<file path="src/rtl/pipe_hazard_ctrl_pkg.sv">
// pipe_ctrl_pkg: shared types and constants for the pipeline hazard controller.
//   md_state_t : mult/div sequencer states (S_RUN, S_MD_BUSY)
//   FWD_*      : forwarding mux selects (register file, EX/MEM, MEM/WB)
//   REG_ZERO   : index of the hard-wired zero register, which is never a hazard source
package pipe_ctrl_pkg;

  typedef enum logic [0:0] {
    S_RUN     = 1'b0,
    S_MD_BUSY = 1'b1
  } md_state_t;

  localparam logic [1:0] FWD_RF  = 2'b00;
  localparam logic [1:0] FWD_MEM = 2'b01;
  localparam logic [1:0] FWD_WB  = 2'b10;

  localparam int unsigned REG_ZERO = 0;

endpackage

</file>
<file path="src/rtl/pipe_hazard_ctrl_md_busy_counter.sv">
// md_busy_counter: tracks the multi-cycle mult/div unit after an issue.
//   i_clk    in  clock, rising edge
//   i_a_rst  in  asynchronous, active-high reset
//   i_start  in  mult/div issued from EX this cycle (1-cycle pulse)
//   o_busy   out high for exactly MD_LATENCY cycles after the issue edge
// A start pulse while busy is ignored; the front end is held so it cannot occur.
module md_busy_counter
  import pipe_ctrl_pkg::*;
#(
  parameter int unsigned MD_LATENCY = 32,
  parameter int unsigned CNT_W      = 6
) (
  input  logic i_clk,
  input  logic i_a_rst,
  input  logic i_start,
  output logic o_busy
);

  md_state_t        state;
  logic [CNT_W-1:0] cnt;

  // cnt is loaded with MD_LATENCY-1 and the state leaves S_MD_BUSY on the
  // edge after cnt reaches zero, giving MD_LATENCY busy cycles in total.
  always_ff @(posedge i_clk or posedge i_a_rst) begin
    if (i_a_rst) begin
      state <= S_RUN;
      cnt   <= '0;
    end else begin
      case (state)
        S_RUN: begin
          if (i_start) begin
            state <= S_MD_BUSY;
            cnt   <= CNT_W'(MD_LATENCY - 1);
          end
        end
        S_MD_BUSY: begin
          if (cnt == '0) state <= S_RUN;
          else           cnt   <= cnt - 1'b1;
        end
        default: begin
          state <= S_RUN;
          cnt   <= '0;
        end
      endcase
    end
  end

  assign o_busy = (state == S_MD_BUSY);

endmodule

</file>
<file path="src/rtl/pipe_hazard_ctrl.sv">
// pipe_hazard_ctrl: stall/flush control for the IF/ID and ID/EX pipeline
// registers and the PC write enable.
//   i_clk, i_a_rst                 clock (rising), async active-high reset
//   i_id_rs/rt, i_id_use_rs/rt     ID source registers and their read flags
//   i_id_md_op                     ID instruction uses the mult/div unit
//   i_ex_rd, i_ex_reg_write,
//   i_ex_mem_read                  EX destination, write flag, load flag
//   i_ex_branch_taken              branch/jump resolved taken in EX
//   i_ex_md_start                  mult/div issued from EX (pulse)
//   i_mem_rd/reg_write,
//   i_wb_rd/reg_write              MEM and WB destinations and write flags
//   o_pc_we, o_ifid_we/s_rst,
//   o_idex_we/s_rst                pipeline register controls
//   o_md_busy                      mult/div unit busy (registered)
// Optional macro HAZARD_FWD_EN adds i_ex_rs/i_ex_rt and o_fwd_a/o_fwd_b
// forwarding selects; only load-use hazards then stall.
module pipe_hazard_ctrl
  import pipe_ctrl_pkg::*;
#(
  parameter int unsigned REG_ADDR_W = 5,
  parameter int unsigned MD_LATENCY = 32,
  parameter int unsigned CNT_W      = 6
) (
  input  logic                  i_clk,
  input  logic                  i_a_rst,
  input  logic [REG_ADDR_W-1:0] i_id_rs,
  input  logic [REG_ADDR_W-1:0] i_id_rt,
  input  logic                  i_id_use_rs,
  input  logic                  i_id_use_rt,
  input  logic                  i_id_md_op,
  input  logic [REG_ADDR_W-1:0] i_ex_rd,
  input  logic                  i_ex_reg_write,
  input  logic                  i_ex_mem_read,
  input  logic                  i_ex_branch_taken,
  input  logic                  i_ex_md_start,
  input  logic [REG_ADDR_W-1:0] i_mem_rd,
  input  logic                  i_mem_reg_write,
  input  logic [REG_ADDR_W-1:0] i_wb_rd,
  input  logic                  i_wb_reg_write,
`ifdef HAZARD_FWD_EN
  input  logic [REG_ADDR_W-1:0] i_ex_rs,
  input  logic [REG_ADDR_W-1:0] i_ex_rt,
  output logic [1:0]            o_fwd_a,
  output logic [1:0]            o_fwd_b,
`endif
  output logic                  o_pc_we,
  output logic                  o_ifid_we,
  output logic                  o_ifid_s_rst,
  output logic                  o_idex_we,
  output logic                  o_idex_s_rst,
  output logic                  o_md_busy
);

  localparam logic [REG_ADDR_W-1:0] ZERO_IDX = REG_ADDR_W'(REG_ZERO);

  logic ex_hz_rs, ex_hz_rt;
  logic load_use, raw_stall, md_stall, stall;

  md_busy_counter #(
    .MD_LATENCY(MD_LATENCY),
    .CNT_W     (CNT_W)
  ) u_md_busy_counter (
    .i_clk  (i_clk),
    .i_a_rst(i_a_rst),
    .i_start(i_ex_md_start),
    .o_busy (o_md_busy)
  );

  assign ex_hz_rs = i_ex_reg_write && (i_ex_rd != ZERO_IDX) && (i_ex_rd == i_id_rs) && i_id_use_rs;
  assign ex_hz_rt = i_ex_reg_write && (i_ex_rd != ZERO_IDX) && (i_ex_rd == i_id_rt) && i_id_use_rt;

  assign load_use = i_ex_mem_read && (ex_hz_rs || ex_hz_rt);
  assign md_stall = o_md_busy && i_id_md_op;

`ifdef HAZARD_FWD_EN
  // The register file writes in the first half of WB, so only EX/MEM and
  // MEM/WB results need a bypass; MEM is younger and wins.
  always_comb begin
    o_fwd_a = FWD_RF;
    o_fwd_b = FWD_RF;
    if (!i_a_rst) begin
      if (i_mem_reg_write && (i_mem_rd != ZERO_IDX) && (i_mem_rd == i_ex_rs))
        o_fwd_a = FWD_MEM;
      else if (i_wb_reg_write && (i_wb_rd != ZERO_IDX) && (i_wb_rd == i_ex_rs))
        o_fwd_a = FWD_WB;
      if (i_mem_reg_write && (i_mem_rd != ZERO_IDX) && (i_mem_rd == i_ex_rt))
        o_fwd_b = FWD_MEM;
      else if (i_wb_reg_write && (i_wb_rd != ZERO_IDX) && (i_wb_rd == i_ex_rt))
        o_fwd_b = FWD_WB;
    end
  end

  assign raw_stall = load_use;
`else
  logic mem_hz_rs, mem_hz_rt;
  // WB never stalls (register file writes first), so its tags are only
  // consumed when forwarding is built in.
  logic wb_unused;

  assign mem_hz_rs = i_mem_reg_write && (i_mem_rd != ZERO_IDX) && (i_mem_rd == i_id_rs) && i_id_use_rs;
  assign mem_hz_rt = i_mem_reg_write && (i_mem_rd != ZERO_IDX) && (i_mem_rd == i_id_rt) && i_id_use_rt;
  assign raw_stall = ex_hz_rs || ex_hz_rt || mem_hz_rs || mem_hz_rt;
  assign wb_unused = ^{i_wb_rd, i_wb_reg_write};
`endif

  assign stall = load_use || raw_stall || md_stall;

  // A taken branch squashes the stalled instruction, so it outranks stall.
  always_comb begin
    o_pc_we      = 1'b1;
    o_ifid_we    = 1'b1;
    o_ifid_s_rst = 1'b0;
    o_idex_we    = 1'b1;
    o_idex_s_rst = 1'b0;
    if (i_a_rst) begin
      o_pc_we      = 1'b0;
      o_ifid_we    = 1'b0;
      o_ifid_s_rst = 1'b1;
      o_idex_we    = 1'b0;
      o_idex_s_rst = 1'b1;
    end else if (i_ex_branch_taken) begin
      o_ifid_s_rst = 1'b1;
      o_idex_s_rst = 1'b1;
    end else if (stall) begin
      o_pc_we      = 1'b0;
      o_ifid_we    = 1'b0;
      o_idex_s_rst = 1'b1;
    end
  end

endmodule

</file>
<file path="config.mk">
export PLATFORM = sky130hd
export DESIGN_NAME = pipe_hazard_ctrl
export DESIGN_NICKNAME = d
export VERILOG_FILES = /design/src/rtl/pipe_hazard_ctrl_pkg.sv /design/src/rtl/pipe_hazard_ctrl_md_busy_counter.sv /design/src/rtl/pipe_hazard_ctrl.sv
export SDC_FILE = /design/constraint.sdc
export NUM_CORES = 1
export LEC_CHECK = 0
export ABC_AREA = 1
export ABC_CLOCK_PERIOD_IN_PS = 2000
export CAP_MARGIN = 20
export CORE_MARGIN = 2
export CORE_UTILIZATION = 42
export CTS_BUF_LIST = sky130_fd_sc_hd__clkbuf_4
export DETAILED_ROUTE_END_ITERATION = 6
export PLACE_DENSITY = 0.88
export REMOVE_ABC_BUFFERS = 1
export SYNTH_ARGS = -nofsm -noshare
export SYNTH_HDL_FRONTEND = slang
export SYNTH_SLANG_ARGS = --single-unit
</file>
<file path="constraint.sdc">
create_clock -name i_clk -period 2 [get_ports i_clk]
set_input_delay 0.4 -clock i_clk [delete_from_list [all_inputs] [get_ports i_clk]]
set_output_delay 0.4 -clock i_clk [all_outputs]
set_load 0.02 [all_outputs]
</file>
# Word level (Yosys, flattened, before mapping)
# Index checks and enable logic that the tools add are counted.
# W data, S select, Z words.
# totals
register_bits	7
in_bits	36
out_inout_bits	6
# classes
add_sub_neg	1
n_eq_ne	6
muxes	15
bitwise_logic	1
reduce_logical	21
# op_table
op	count
$eq A5 B5 Y1	4
$logic_and A1 B1 Y1	12
$mux W6	2
$pmux W6 S2	1
$mux W1	11
$reduce_bool A5 Y1	2
$logic_not A6 Y1	1
$sub A6 B1 Y6 const B	1
$logic_or A1 B1 Y1	5
$ne A2 B2 Y1 const B	2
$pmux W1 S2	1
$reduce_and A2 Y1	1
$not A1 Y1	1

# Depth between registers and ports, before layout
# Gate-level depths: netlist of run 1.
# depth
depth_word	12
mapped_depth	10
depth_no_buf	10

# Cells and area by module
# From an unflattened synthesis of run 1, not the netlist that was laid out.
# unflattened
hier_cells	172
area_unflattened_um2	903.4
# modules_own_cells
mod	n_inst	cells_each	area_per_inst_um2	seq_area_each_um2
pipe_hazard_ctrl	1	113	461.7	0.0
md_busy_counter	1	59	441.7	175.2

# Worst setup path before layout of run 1
# No wires, ideal clock.
# synth_timing
path_type	input to output
start	in i_mem_rd[3]
end	out o_pc_we
t_arrival_ps	1475
t_required_ps	1600
path_slack_ps	125
stages	8
n_path_buf	1
path_cell_list	inv_1 -> nand4_1 -> o21ai_0 -> inv_1 -> nand2_1 -> nand3_1 -> a21oi_1 -> buf_4
# synth_between
elab_chain_cells	11
# synth_rtl
element	line	text
start: declaration	pipe_hazard_ctrl.sv:36	input logic [REG_ADDR_W-1:0] i_mem_rd,
$reduce_bool A5 Y1	pipe_hazard_ctrl.sv:100, pipe_hazard_ctrl.sv:101	
$logic_and A1 B1 Y1	pipe_hazard_ctrl.sv:100, pipe_hazard_ctrl.sv:101	
$logic_and A1 B1 Y1 (2 in a row)	pipe_hazard_ctrl.sv:100	assign mem_hz_rs = i_mem_reg_write && (i_mem_rd != ZERO_IDX) && (i_mem_rd == i_id_rs) && i_id_use_rs;
$logic_or A1 B1 Y1	pipe_hazard_ctrl.sv:102	assign raw_stall = ex_hz_rs || ex_hz_rt || mem_hz_rs || mem_hz_rt;
$logic_or A1 B1 Y1 *	pipe_hazard_ctrl.sv:102	
$logic_or A1 B1 Y1 * (2 in a row)	pipe_hazard_ctrl.sv:106	assign stall = load_use || raw_stall || md_stall;
$mux W1 * (3 in a row)	--	
end: declaration	pipe_hazard_ctrl.sv:46	output logic o_pc_we,
# Mark *: on every way between the ends. The rest lies on a longest branch, timed or not.

# Worst setup path after layout of run 1
# layout_timing
start	in i_a_rst
end	out o_idex_we
# layout_between
elab_chain_cells	1
# layout_rtl
element	line	text
start: declaration	pipe_hazard_ctrl.sv:25	input logic i_a_rst,
$mux W1	pipe_hazard_ctrl.sv:115	if (i_a_rst) begin
end: declaration	pipe_hazard_ctrl.sv:49	output logic o_idex_we,
# Every way passes these cells.

==> impl_metrics.tcl, run 1 <==
set metrics [dict create \
    hold_viol 0 \
    track_usage_pct 21.19 \
    antenna_found_initial 0 \
    drcViolationCount 0 \
    ctsLongestPathBuffers 2 \
    final.setup.tns_ps 0 \
    fin_cells 212 \
    setup_viol 0 \
    io_buffers 34 \
    vias 1001 \
    place_inst 208 \
    critPathRequiredTime_ps 1600 \
    layout_min_cycle_time_ps 1946 \
    die_h_um 47.90 \
    synth_cell_types 22 \
    synth_warnings 0 \
    path_common_cell "clkdlybuf4s50_1" \
    drv_cap 0 \
    run_status "finished, final reports clean" \
    ys_seq_area_share_pct 21.64 \
    dp_hpwl_um 1877 \
    path_class "primary input to output pin" \
    synth_top_area_share_pct 28.75 \
    fin_skew_ps 11.91 \
    peakVddDrop_mv 0.4492 \
    cp.arrival_ps 1550 \
    ios 42 \
    power.leakage_uw 0.0006980 \
    endpoint_kind "output pin" \
    clk_latency_ps 260 \
    synth_area_per_cell_um2 5.433 \
    power_density_nw_per_um2 491.6 \
    syn-instance-count 149 \
    drt-total-wl_um 2239 \
    place_area_um2 1181 \
    grt_pass1_vias 810 \
    routabilityCongestion 0.8851 \
    first_iter_violations 45 \
    cts_tree "yes" \
    die-area_um2 2294 \
    maxSlewHeadroom_pct 85.51 \
    stdcell_area_um2 1215 \
    h-tree-depth 1 \
    netlist_area_um2 809.5 \
    syn_to_final_growth_pct 50.08 \
    fmax_ghz 0.5138 \
    cts_root_buffer "clkbuf_4" \
    hold_path.class "primary input to async pin" \
    numCtsBuffers 3 \
    cts_hold_buf 0 \
    finalNetCount 225 \
    clkSinkCount 7 \
    maxSlewViolCount 0 \
    cp_top_family "buffers and inverters" \
    synth.area.top_cells "nand2_1 (29%), dfrtp_1 (22%), inv_1 (13%)" \
    grt_max_degree 8 \
    diodes 0 \
    drive_above_1_share_pct 18.18 \
    startpoint_type "primary input" \
    rows 15 \
    cts.clk_slew.worst_paths_ps 60 \
    vias_per_cell 4.722 \
    path_max_fanout 3 \
    grt_pass1_wl_um 3332 \
    post_cts.repair.setup_buffers 0 \
    fin_crit_sh_pct 97.31 \
    yosys.area.top_type "nand2_1" \
    synth_seq_cells 7 \
    path_buf_inv 3 \
    drtAntennaViolNets 0 \
    core_area_um2 1764 \
    cp_slowest_cell "clkdlybuf4s50_1" \
    tightest_slew_ps 216.7 \
    firstDrtPassIters 5 \
    die_w_um 47.90 \
    cpPeakStageDelay_ps 600 \
    start_util_pct 45.89 \
    crit_chain "clkdlybuf4s50_1 > inv_1 > clkdlybuf4s50_1" \
    overflow 0 \
    wl_per_cell_um 10.56 \
]
metrics by stage:
step | total power, µW | utilization (%) | hold slack [ps] | setup slack, ps
final | 597.3 | 68.87 | 500.9 | 53.83
after global routing | 649.3 | 68.87 | 526.7 | -5.246
after CTS | 602.6 | 68.01 | 493.9 | 13.24
after detailed placement | 459.4 | 66.95 | 507.0 | -661.3
after global placement | 445.9 | 66.95 | 492.5 | -603.3
after floorplan | 341.5 | - | 270.9 | 114.4
metal layers:
layer	share of wire [%]	GRT usage, %
met1	41	27.38
met4	0.63	4.324
met3	9.2	6.415
met5	0	0
met2	49	34.93
placed cells by master (no fill, tap or decap), types with 2 or more instances in the layout:
cell             count
nand2_1             60
inv_1               20
dlygate4sd2_1       15
nor2_1              13
inv_2               10
clkdlybuf4s50_1      8
nand3_1              7
dfrtp_1              7
o21ai_1              6
clkdlybuf4s15_1      6
nor2_2               5
nand2_2              4
clkbuf_4             4
nand4_1              3
nand3_2              2
nand2_4              2
xor2_1               2
dlymetal6s2s_1       2
buf_4                2
worst reg2reg max path, stage by stage (launching register included):
cell and delay [ps]:
dfrtp_1 380, inv_1 100, ha_1 180, inv_1 70, nor2_4 110, nand3_2 90, nand2_4 110, inv_2 50
nand2_2 50, o21ai_1 60, a21o_1 150
flip-flops by register name, summed over array words and instances, names as in the netlist:
signal and flops:
u_md_busy_counter.o_busy 1, u_md_busy_counter.cnt 6
timing repair:
item / in CTS / in global routing
pin swaps: 4 / 8
resized for setup: 51 / 9
gates cloned: 0 / 0
endpoints found under the setup margin: 4 / 3
synth_stat cells:
master,n
nor3_2,1
nor2_1,17
nand2_1,62
dfrtp_1,7
inv_1,27
ha_1,1
a21oi_1,1
o211ai_1,1
nand3_2,1
nand2_2,2
nor2_2,1
xor2_1,2
nand4_1,3
o22ai_1,1
o21ai_0,1
a21o_1,1
inv_2,3
nor2_4,1
buf_4,1
o21ai_1,5
nand2_4,2
nand3_1,8
layout make-up:
cell class	count	area (µm²)
fill	172	549.3
multi-input combinational	111	538.0
timing repair buffer	35	327.8
sequential	7	175.2
inverter	30	112.6
tap	25	31.28
clock buffer	4	30.03
final timing paths:
kind                                                           start                                   end  slack [ps]  cells past startpoint
worst max-delay path                                         i_a_rst                             o_idex_we          50                      3
worst min-delay path                                         i_a_rst    u_md_busy_counter.o_busy$_DFF_PP0_         500                      3
worst max register to register  u_md_busy_counter.cnt[0]$_DFFE_PP0P_  u_md_busy_counter.cnt[3]$_DFFE_PP0P_         550                     10
worst min register to register  u_md_busy_counter.cnt[4]$_DFFE_PP0P_  u_md_busy_counter.cnt[4]$_DFFE_PP0P_         520                      2
max in group asynchronous                                    i_a_rst  u_md_busy_counter.cnt[2]$_DFFE_PP0P_        1360                      3
min in group i_clk              u_md_busy_counter.cnt[4]$_DFFE_PP0P_  u_md_busy_counter.cnt[4]$_DFFE_PP0P_         520                      2
cells by family after synthesis:
kind of cell	after synthesis	share of synthesized area, %
XOR/XNOR	2	2.164
AND/OR/NAND/NOR	98	52.86
flip-flops	7	21.64
AO/OA/AOI/OAI	10	6.955
buffers and inverters	31	14.84
adder cells (fa/ha/maj)	1	1.545
report_power, final:
part	switching (µW)	leakage, µW	internal [µW]
Clock	56.0	0.0000184	89.9
Combinational	142	0.000601	114
Sequential	27.8	0.0000785	168
(Power assumes the default switching activity.)
==> run 2, diff against run 1 <==
Settings changed: PLACE_DENSITY 0.88 to 0.86, SYNTH_HIERARCHICAL set to 1.
==> run 2 against run 1 <==
- utilization is 4.6 points lower
- critical path depth grew 8
- final area rose by 5.9%
- clock skew down 2.9 ps
- global-route usage fell by 1.0 points
- area after synthesis up 12%
- final cell count increased by 12%
- sequential power is 45% higher
- critical path type unchanged
==> impl_metrics.tcl, run 2 <==
set metrics [dict create \
    critPathRequiredTime_ps 1600 \
    finalNetCount 249 \
    cts_root_buffer "clkbuf_4" \
    clkSinkCount 7 \
    post_cts.repair.setup_buffers 0 \
    hold_path.class "flip-flop to flip-flop" \
    layout_min_cycle_time_ps 1926 \
    layout_commonest_cell "nand2_1" \
    wl_per_cell_um 10.45 \
    place_area_um2 1274 \
    dp_hpwl_um 2070 \
    peakVddDrop_mv 0.4265 \
    drtAntennaViolNets 0 \
    cpPeakStageDelay_ps 280 \
    final_cell_mix "nand2_1 (75), nor2_1 (23), dlygate4sd2_1 (22), inv_1 (21), nand3_1 (12)" \
    h-tree-depth 1 \
    startpoint_type "primary input" \
    firstDrtPassIters 4 \
    drive_above_1_share_pct 13.81 \
    fin_skew_ps 9.046 \
    multiInputGateArea_um2 596.8 \
    synth_area_per_cell_um2 5.252 \
    cts.clk_slew.worst_paths_ps 50 \
    async_reset_ff_share_pct 100.0 \
    synth_cell_types 18 \
    die_w_um 50.38 \
    overflow 0 \
    synth_seq_cells 7 \
    drcViolationCount 0 \
    ff_latch_area_um2 175.2 \
    top_register "u_md_busy_counter/cnt" \
    maxSlewHeadroom_pct 81.91 \
    rsz0062_at_grt "false" \
    largest_reg_flops 6 \
    start_util_pct 45.12 \
    maxSlewViolCount 0 \
    power.leakage_uw 0.0007833 \
    tightest_slew_ps 271.1 \
    rows 16 \
    track_usage_pct 20.15 \
    grt_max_degree 10 \
    die-area_um2 2538 \
    vias 1173 \
    clk_latency_ps 250 \
    drt-total-wl_um 2477 \
    drv_cap 0 \
    synth.area.top_cells "nand2_1 (31%), dfrtp_1 (19%), nor2_1 (9.6%)" \
    routabilityCongestion 0.9502 \
    ys_seq_area_share_pct 19.39 \
    syn_to_final_growth_pct 42.38 \
    hold_viol 0 \
    synth.most_common_cell "nand2_1" \
    final.setup.tns_ps 0 \
    first_iter_violations 43 \
    synthTopCellsByCount "nand2_1 (75), nor2_1 (23), inv_1 (21), nand3_1 (12), inv_2 (11)" \
    synth_top_area_share_pct 31.16 \
    run_status "finished, final reports clean" \
    hold_ws_ps 545.0 \
    fin_crit_sh_pct 96.32 \
    fmax_ghz 0.5191 \
    synth_flop_cell "dfrtp_1" \
    vias_per_cell 4.949 \
    netlist_area_um2 903.4 \
    fillers 204 \
    core_area_um2 2002 \
    numCtsBuffers 3 \
    path_common_cell "nand2_1" \
    r2r_slack_ps 700 \
    grt_pass1_vias 1031 \
    path_class "primary input to output pin" \
    cts_tree "yes" \
    die_h_um 50.38 \
    synth_warnings 6 \
    syn-instance-count 172 \
    grt_pass1_wl_um 4015 \
    yosys.area.top_type "nand2_1" \
    place_inst 233 \
    ctsLongestPathBuffers 2 \
    final_util_pct 64.25 \
    setup_viol 0 \
    synth_edf_count 0 \
    crit_chain "dlygate4sd2_1 > inv_1 > nand2_1 > o21ai_1 > nor2_1 > nand3_1 > nand2_1 > nand2_2 > nand3_2 > a21oi_4 > buf_6" \
    fin_cells 237 \
    diodes 0 \
    io_buffers 34 \
    cp.arrival_ps 1530 \
    ios 42 \
    stdcell_area_um2 1286 \
    cp_slowest_cell "dlygate4sd2_1" \
    endpoint_kind "output pin" \
    antenna_found_initial 0 \
    power_density_nw_per_um2 790.8 \
    path_max_fanout 4 \
]
## run 2: changes by cell type after synthesis, moves of 4 or more
| cell | before | now |
|---|---|---|
| nand2_1 | 62 | 75 |
| inv_2 | 3 | 11 |
| inv_1 | 27 | 21 |
| nor2_1 | 17 | 23 |
| nand3_1 | 8 | 12 |
## run 2: stage by stage
stage	worst slack (ps)	total power, µW
2_1_floorplan	348.9	672.9
3_3_place_gp	-549.4	854.5
5_1_grt	2.889	1124
4_1_cts	14.36	1015
6_report	73.62	1017
3_5_place_dp	-618.5	881.2
## run 2: cells by family after synthesis
kind of cell / Yosys count / synth area share [%]
buffers and inverters: 34 / 15.37
adder cells (fa/ha/maj): 2 / 2.770
flip-flops: 7 / 19.39
AO/OA/AOI/OAI: 5 / 3.186
AND/OR/NAND/NOR: 124 / 59.28
## run 2: worst paths after layout
path | depth (start not counted) | end | from
min in group asynchronous | 3 | u_md_busy_counter/o_busy$_DFF_PP0_ | i_a_rst
min reg2reg | 2 | u_md_busy_counter/cnt[0]$_DFFE_PP0P_ | u_md_busy_counter/cnt[0]$_DFFE_PP0P_
max in group asynchronous | 3 | u_md_busy_counter/cnt[5]$_DFFE_PP0P_ | i_a_rst
max | 11 | o_ifid_we | i_mem_rd[4]
min | 2 | u_md_busy_counter/cnt[0]$_DFFE_PP0P_ | u_md_busy_counter/cnt[0]$_DFFE_PP0P_
max reg2reg | 7 | u_md_busy_counter/cnt[2]$_DFFE_PP0P_ | u_md_busy_counter/cnt[0]$_DFFE_PP0P_
## run 2: timing repair
| item | in CTS | in global routing |
|---|---|---|
| hold buffers | 0 | 0 |
| cloned | 0 | 0 |
| endpoints found under the setup margin | 5 | 3 |
| pin swaps | 4 | 2 |
| resized for setup | 36 | 5 |
## run 2: area by class of cell
| class | count | share of cell area [%] |
|---|---|---|
| multi-input combinational | 131 | 46.40 |
| inverter | 32 | 9.339 |
| timing repair buffer | 36 | 25.68 |
| tap | 27 | 2.626 |
| sequential | 7 | 13.62 |
| clock buffer | 4 | 2.335 |
## run 2: critical path, delay by kind of cell
kind | cells | cell delay, ps
AO/OA/AOI/OAI | 2 | 240
buffers and inverters | 3 | 510
AND/OR/NAND/NOR | 6 | 370
## run 2: where the power goes
group | switching [µW] | internal (µW) | leakage (µW)
logic | 348 | 240 | 0.000684
registers | 68.7 | 216 | 0.0000808
clock network | 54.8 | 89.9 | 0.0000184
## run 2: metal layers
| metal | up-vias | part of all wire [%] | track usage (%) |
|---|---|---|---|
| li1 | 594 | - | - |
| met1 | 531 | 41 | 24.35 |
| met2 | 44 | 52 | 37.06 |
| met3 | 4 | 5.9 | 0.8929 |
| met4 | 0 | 1.5 | 8.108 |
| met5 | - | 0 | 0 |
==> run 3, diff against run 2 <==
Settings changed: CTS_CLUSTER_DIAMETER set to 30.
==> results of run 3 <==
No change in the layout: final DEF, timing and power equal those of run 2.
